--- src/rtl/axis_upsizer_n_if.sv ---
// Bus bundle for the N:1 AXI-Stream upsizer: a narrow input stream and a wide output stream.
// The slave modport is the upsizer's view; master is the surrounding producer/consumer.
interface axis_upsizer_n_if #(
    parameter int W = 40,
    parameter int N = 4
);
    logic [W-1:0]   in_tdata;
    logic           in_tlast;
    logic           in_tvalid;
    logic           in_tready;
    logic [N*W-1:0] out_tdata;
    logic [N-1:0]   out_tkeep;
    logic           out_tlast;
    logic           out_tvalid;
    logic           out_tready;

    modport slave (
        input  in_tdata, in_tlast, in_tvalid, out_tready,
        output in_tready, out_tdata, out_tkeep, out_tlast, out_tvalid
    );

    modport master (
        output in_tdata, in_tlast, in_tvalid, out_tready,
        input  in_tready, out_tdata, out_tkeep, out_tlast, out_tvalid
    );
endinterface

--- src/rtl/axis_upsizer_n.sv ---
// Packs N consecutive W-bit beats into one N*W-bit beat, first beat in the top lane.
// in_tlast flushes a partial word early; out_tkeep marks the filled (top) lanes.
module axis_upsizer_n #(
    parameter int W = 40,
    parameter int N = 4
) (
    input logic            aclk,
    input logic            rst,
    axis_upsizer_n_if.slave bus
);
    localparam int CW = $clog2(N);

    typedef logic [N-1:0][W-1:0] word_t;

    logic [CW-1:0] cnt_q, cnt_d;
    word_t         acc_q, acc_d;
    word_t         odata_q, odata_d;
    logic [N-1:0]  okeep_q, okeep_d;
    logic          olast_q, olast_d;
    logic          ovalid_q, ovalid_d;

    logic          in_hs;
    logic          complete;
    logic [CW-1:0] lane;
    logic [N-1:0]  fill;
    word_t         merged;

    // Ready only looks at the output slot, so no path from in_tvalid to in_tready.
    assign bus.in_tready = ~ovalid_q | bus.out_tready;
    assign in_hs         = bus.in_tvalid & bus.in_tready;
    assign complete      = (cnt_q == CW'(N - 1)) | bus.in_tlast;
    assign lane          = CW'(N - 1) - cnt_q;

    always_comb begin
        for (int i = 0; i < N; i++) begin
            fill[i] = ((N - 1 - i) <= int'(cnt_q));
        end
        merged       = acc_q;
        merged[lane] = bus.in_tdata;
        // Lanes below the current one are never written yet; mask anyway so stale data cannot leak.
        for (int i = 0; i < N; i++) begin
            if (!fill[i]) begin
                merged[i] = '0;
            end
        end
    end

    always_comb begin
        cnt_d    = cnt_q;
        acc_d    = acc_q;
        odata_d  = odata_q;
        okeep_d  = okeep_q;
        olast_d  = olast_q;
        ovalid_d = ovalid_q & ~bus.out_tready;
        if (in_hs) begin
            if (complete) begin
                odata_d  = merged;
                okeep_d  = fill;
                olast_d  = bus.in_tlast;
                ovalid_d = 1'b1;
                cnt_d    = '0;
                acc_d    = '0;
            end else begin
                acc_d = merged;
                cnt_d = cnt_q + 1'b1;
            end
        end
    end

    always_ff @(posedge aclk or posedge rst) begin
        if (rst) begin
            cnt_q    <= '0;
            acc_q    <= '0;
            odata_q  <= '0;
            okeep_q  <= '0;
            olast_q  <= 1'b0;
            ovalid_q <= 1'b0;
        end else begin
            cnt_q    <= cnt_d;
            acc_q    <= acc_d;
            odata_q  <= odata_d;
            okeep_q  <= okeep_d;
            olast_q  <= olast_d;
            ovalid_q <= ovalid_d;
        end
    end

    assign bus.out_tdata  = odata_q;
    assign bus.out_tkeep  = okeep_q;
    assign bus.out_tlast  = olast_q;
    assign bus.out_tvalid = ovalid_q;
endmodule

--- src/flat_wrapper.sv ---
// flat-port wrapper written by rule: the top's interface ports become plain ports
module axis_upsizer_n_flat 
#(
    parameter int W = 40,
    parameter int N = 4
)
  (aclk, rst, bus_in_tdata, bus_in_tlast, bus_in_tvalid, bus_out_tready, bus_in_tready, bus_out_tdata, bus_out_tkeep, bus_out_tlast, bus_out_tvalid);
  axis_upsizer_n_if #(.W(W), .N(N)) bus_i ();
  input logic aclk;
  input logic rst;
  input wire logic [$bits(bus_i.in_tdata)-1:0] bus_in_tdata;
  input wire logic [$bits(bus_i.in_tlast)-1:0] bus_in_tlast;
  input wire logic [$bits(bus_i.in_tvalid)-1:0] bus_in_tvalid;
  input wire logic [$bits(bus_i.out_tready)-1:0] bus_out_tready;
  output wire logic [$bits(bus_i.in_tready)-1:0] bus_in_tready;
  output wire logic [$bits(bus_i.out_tdata)-1:0] bus_out_tdata;
  output wire logic [$bits(bus_i.out_tkeep)-1:0] bus_out_tkeep;
  output wire logic [$bits(bus_i.out_tlast)-1:0] bus_out_tlast;
  output wire logic [$bits(bus_i.out_tvalid)-1:0] bus_out_tvalid;
  assign bus_i.in_tdata = bus_in_tdata;
  assign bus_i.in_tlast = bus_in_tlast;
  assign bus_i.in_tvalid = bus_in_tvalid;
  assign bus_i.out_tready = bus_out_tready;
  assign bus_in_tready = bus_i.in_tready;
  assign bus_out_tdata = bus_i.out_tdata;
  assign bus_out_tkeep = bus_i.out_tkeep;
  assign bus_out_tlast = bus_i.out_tlast;
  assign bus_out_tvalid = bus_i.out_tvalid;
  axis_upsizer_n #(.W(W), .N(N)) u_core (.aclk(aclk), .rst(rst), .bus(bus_i));
endmodule
--- config.mk ---
export PLATFORM = sky130hd
export DESIGN_NAME = axis_upsizer_n_flat
export DESIGN_NICKNAME = d
export VERILOG_FILES = /design/src/rtl/axis_upsizer_n_if.sv /design/src/rtl/axis_upsizer_n.sv /design/src/flat_wrapper.sv
export SDC_FILE = /design/constraint.sdc
export NUM_CORES = 1
export LEC_CHECK = 0
export BUFFER_PORTS_ARGS = -buffer_cell sky130_fd_sc_hd__buf_2
export CAP_MARGIN = 25
export CORE_MARGIN = 2
export CORE_UTILIZATION = 56
export CTS_CLUSTER_DIAMETER = 30
export DETAILED_ROUTE_END_ITERATION = 8
export HOLD_SLACK_MARGIN = 0.06
export PLACE_DENSITY = 0.79
export SYNTH_ARGS = -nofsm -noshare
export SYNTH_HDL_FRONTEND = slang
export SYNTH_SLANG_ARGS = --single-unit
export TNS_END_PERCENT = 100
--- constraint.sdc ---
create_clock -name aclk -period 10.5 [get_ports aclk]
set_clock_uncertainty 0.1 [all_clocks]
set_input_delay 1.05 -clock aclk [delete_from_list [all_inputs] [get_ports aclk]]
set_output_delay 1.05 -clock aclk [all_outputs]
set_load 0.02 [all_outputs]
==> impl_metrics.yaml <==
run_status:
  outcome: "finished, final reports clean"
synthesis:
  ys_types: 30
  async_reset_ff_frac: 1.00
  synth_flop_cell: "dfrtp_1"
  muxShareOfSynthArea: 0.210
  synthAdderAreaFrac: 0.00393
  synthesis.nets: 888
  synth_edf_count: 0
  synth-xor-area-share: 0
  yosys.area_share.simple: 0.0216
  synth_area_um2: 12700
  ys_ff_latch: 288
  syn_avg_cell_area_um2: 15.2
  synth-compound-area-share: 0.146
  seq_area_frac_synth: 0.566
  synth_top_family_by_area: "multiplexers"
  yosysWarnings: 0
  synthCells: 839
floorplanning:
  dieArea_um2: 24000
  core_area_um2: 22500
  dieWidth_um: 155
  ios: 212
  initial_core_util: 0.566
  rows: 55
  die_y_um: 155
timing:
  fin_tns_setup_ns: 0
  fin_crit_ns: 3.25
  rsz0062_at_grt: "false"
  final-setup-viol-count: 0
  slew_viol_final: 0
  slew_headroom: 0.326
  hold_viol_final: 0
  clock.fmax_ghz: 0.308
  worst_pin_slew_ns: 1.01
  finalCritPeriodShare: 0.310
setup_path:
  path_max_fanout: 61
  cp-start-kind: "flip-flop"
  crit_required_ns: 10.79
  crit_arrival_ns: 3.54
  crit_chain: "ha_1, or2_4, nand3_4, buf_4, mux2_4"
  crit_type: "flip-flop to flip-flop"
  slowest_delay_ns: 0.89
  critical_path.slowest_cell: "buf_4"
  end_kind: "flip-flop"
  r2r_setup_slack_ns: 7.25
placed_design:
  hpwl_um: 16200
  place_area_um2: 13600
  place_congestion: 0.724
  dp.cells: 1268
  numPortBuffers: 211
clocking:
  cts_tree: "built"
  cts_setup_buffers: 0
  numCtsBuffers: 50
  cts.path.max_buffers: 3
  clk_pin_slew_ns: 0.05
  cts-resized-gates: 0
  cts_hold_buf: 0
  clk_latency_ns: 0.53
  root_buffer: "clkbuf_16"
  clock_sinks: 288
  cts_max_level: 2
power_and_ir_drop:
  p_sw_frac: 0.324
  pwr-share-comb: 0.310
  seqPwrFrac: 0.336
  powerDensity_nw_per_um2: 305
  power.switching_mw: 1.54
  vdd_ir_drop_max_mv: 0.163
  p_leak_nw: 8.16
  p_clk_frac: 0.355
  p_int_mw: 3.20
finish:
  nNetsFinal: 1088
  stdcell_count: 1365
  n_antenna_cell: 0
  drive_above_1_share: 0.485
  fill_cells: 1539
  area_growth_pct: 21.7
  final_area_um2: 15500
route:
  ant_nets: 0
  route.vias.total: 7925
  drt_iter0_markers: 461
  wl_um: 28500
  drt_pass1_iterations: 5
  drc: 0
  via_per_inst: 5.81
  wire_per_inst_um: 20.9
global_route:
  grt_max_degree: 150
  grt.total_usage: 0.238
  grt_pass1_vias: 8258
  grt_overflow: 0
  grt_pass1_wl_um: 45900
  antenna_found_initial: 0
worst_hold_path:
  hp-class: "flip-flop to flip-flop"
run:
  drv_cap: 0
## layout make-up
type                            count  area (µm²)  area share
Multi-Input combinational cell    470        4910       0.316
Timing Repair Buffer              223        1220      0.0786
Inverter                            6        30.0     0.00194
Sequential cell                   288        7210       0.465
Clock buffer                       63        1430      0.0925
Clock inverter                     30         355      0.0229
Tap cell                          285         357      0.0230
## metrics by stage
stage	hold WS (ns)	util	worst slack, ns	power (mW)
after detailed placement	0.347	0.605	6.86	3.04
after floorplan	0.362	-	1.40	2.65
after global placement	0.345	0.605	6.88	3.01
after CTS	0.363	0.685	7.27	4.74
final	0.361	0.689	7.25	4.73
after global routing	0.393	0.689	7.15	4.94
## layer usage
metal  track usage  wire (µm)  vias up
met4        0.0635        468        0
met5             0          0        -
met2         0.372      13300      273
li1              -          -     3543
met3        0.0448       1510       42
met1         0.347      13300     4067
## synth_stat cells (all sizes together), types with 3 or more instances
cell    count  area (µm²)
nor2       43         161
inv         6        22.5
mux2i      43         430
nand2       3        11.3
buf        62         598
a22o      200        1800
ha          4        50.1
dfrtp     288        7210
clkbuf     13        50.0
and4        3        26.3
mux2      161        2250
## final timing paths
check,cells after the start,to,start
max,5,u_core.bus.out_tdata[60],u_core.cnt_q[0]
min,1,u_core.bus.out_tkeep[3],u_core.bus.out_tkeep[3]
max reg2reg,5,u_core.bus.out_tdata[60],u_core.cnt_q[0]
min reg2reg,1,u_core.bus.out_tkeep[3],u_core.bus.out_tkeep[3]
max in group asynchronous,4,u_core.acc_q[61],rst
min in group asynchronous,2,u_core.bus.out_tdata[44],rst
## cells in the final DEF, fill, tap and decap left out, types with 8 or more instances in the layout
cell / n
a22o_1: 164
a22o_2: 36
buf_2: 211
buf_4: 8
clkbuf_16: 53
dfrtp_1: 288
mux2_2: 45
mux2_4: 116
mux2i_1: 43
nor2_1: 43
## power groups by stage
stage	Combinational [mW]	Sequential [mW]	Clock [mW]
finish	1.47	1.59	1.68
global route	1.56	1.62	1.75
CTS	1.46	1.59	1.70
detailed placement	1.45	1.59	0
global placement	1.41	1.59	0
floorplan	0.844	1.81	0
## kinds of logic (layout without fill, tap and decap cells)
family | after synthesis | after routing
flops | 288 | 288
buf+inv | 81 | 322
simple gates | 58 | 58
compound gates | 204 | 204
mux | 204 | 204
fa+ha+maj | 4 | 4
## sequential cells by signal, summed over array words and instances (netlist names)
name                   count
u_core.acc_q             120
u_core.bus.out_tdata     160
u_core.bus.out_tkeep       4
u_core.bus.out_tlast       1
u_core.bus.out_tvalid      1
u_core.cnt_q               2
## worst max-delay path: cells and delay by family (launching register included)
kind | cells | cell delay [ns]
and+or+nand+nor | 2 | 0.96
buffers and inverters | 1 | 0.89
DFF | 1 | 0.45
muxes | 1 | 0.36
adders and majority gates | 1 | 0.29
(Power assumes the default switching activity.)
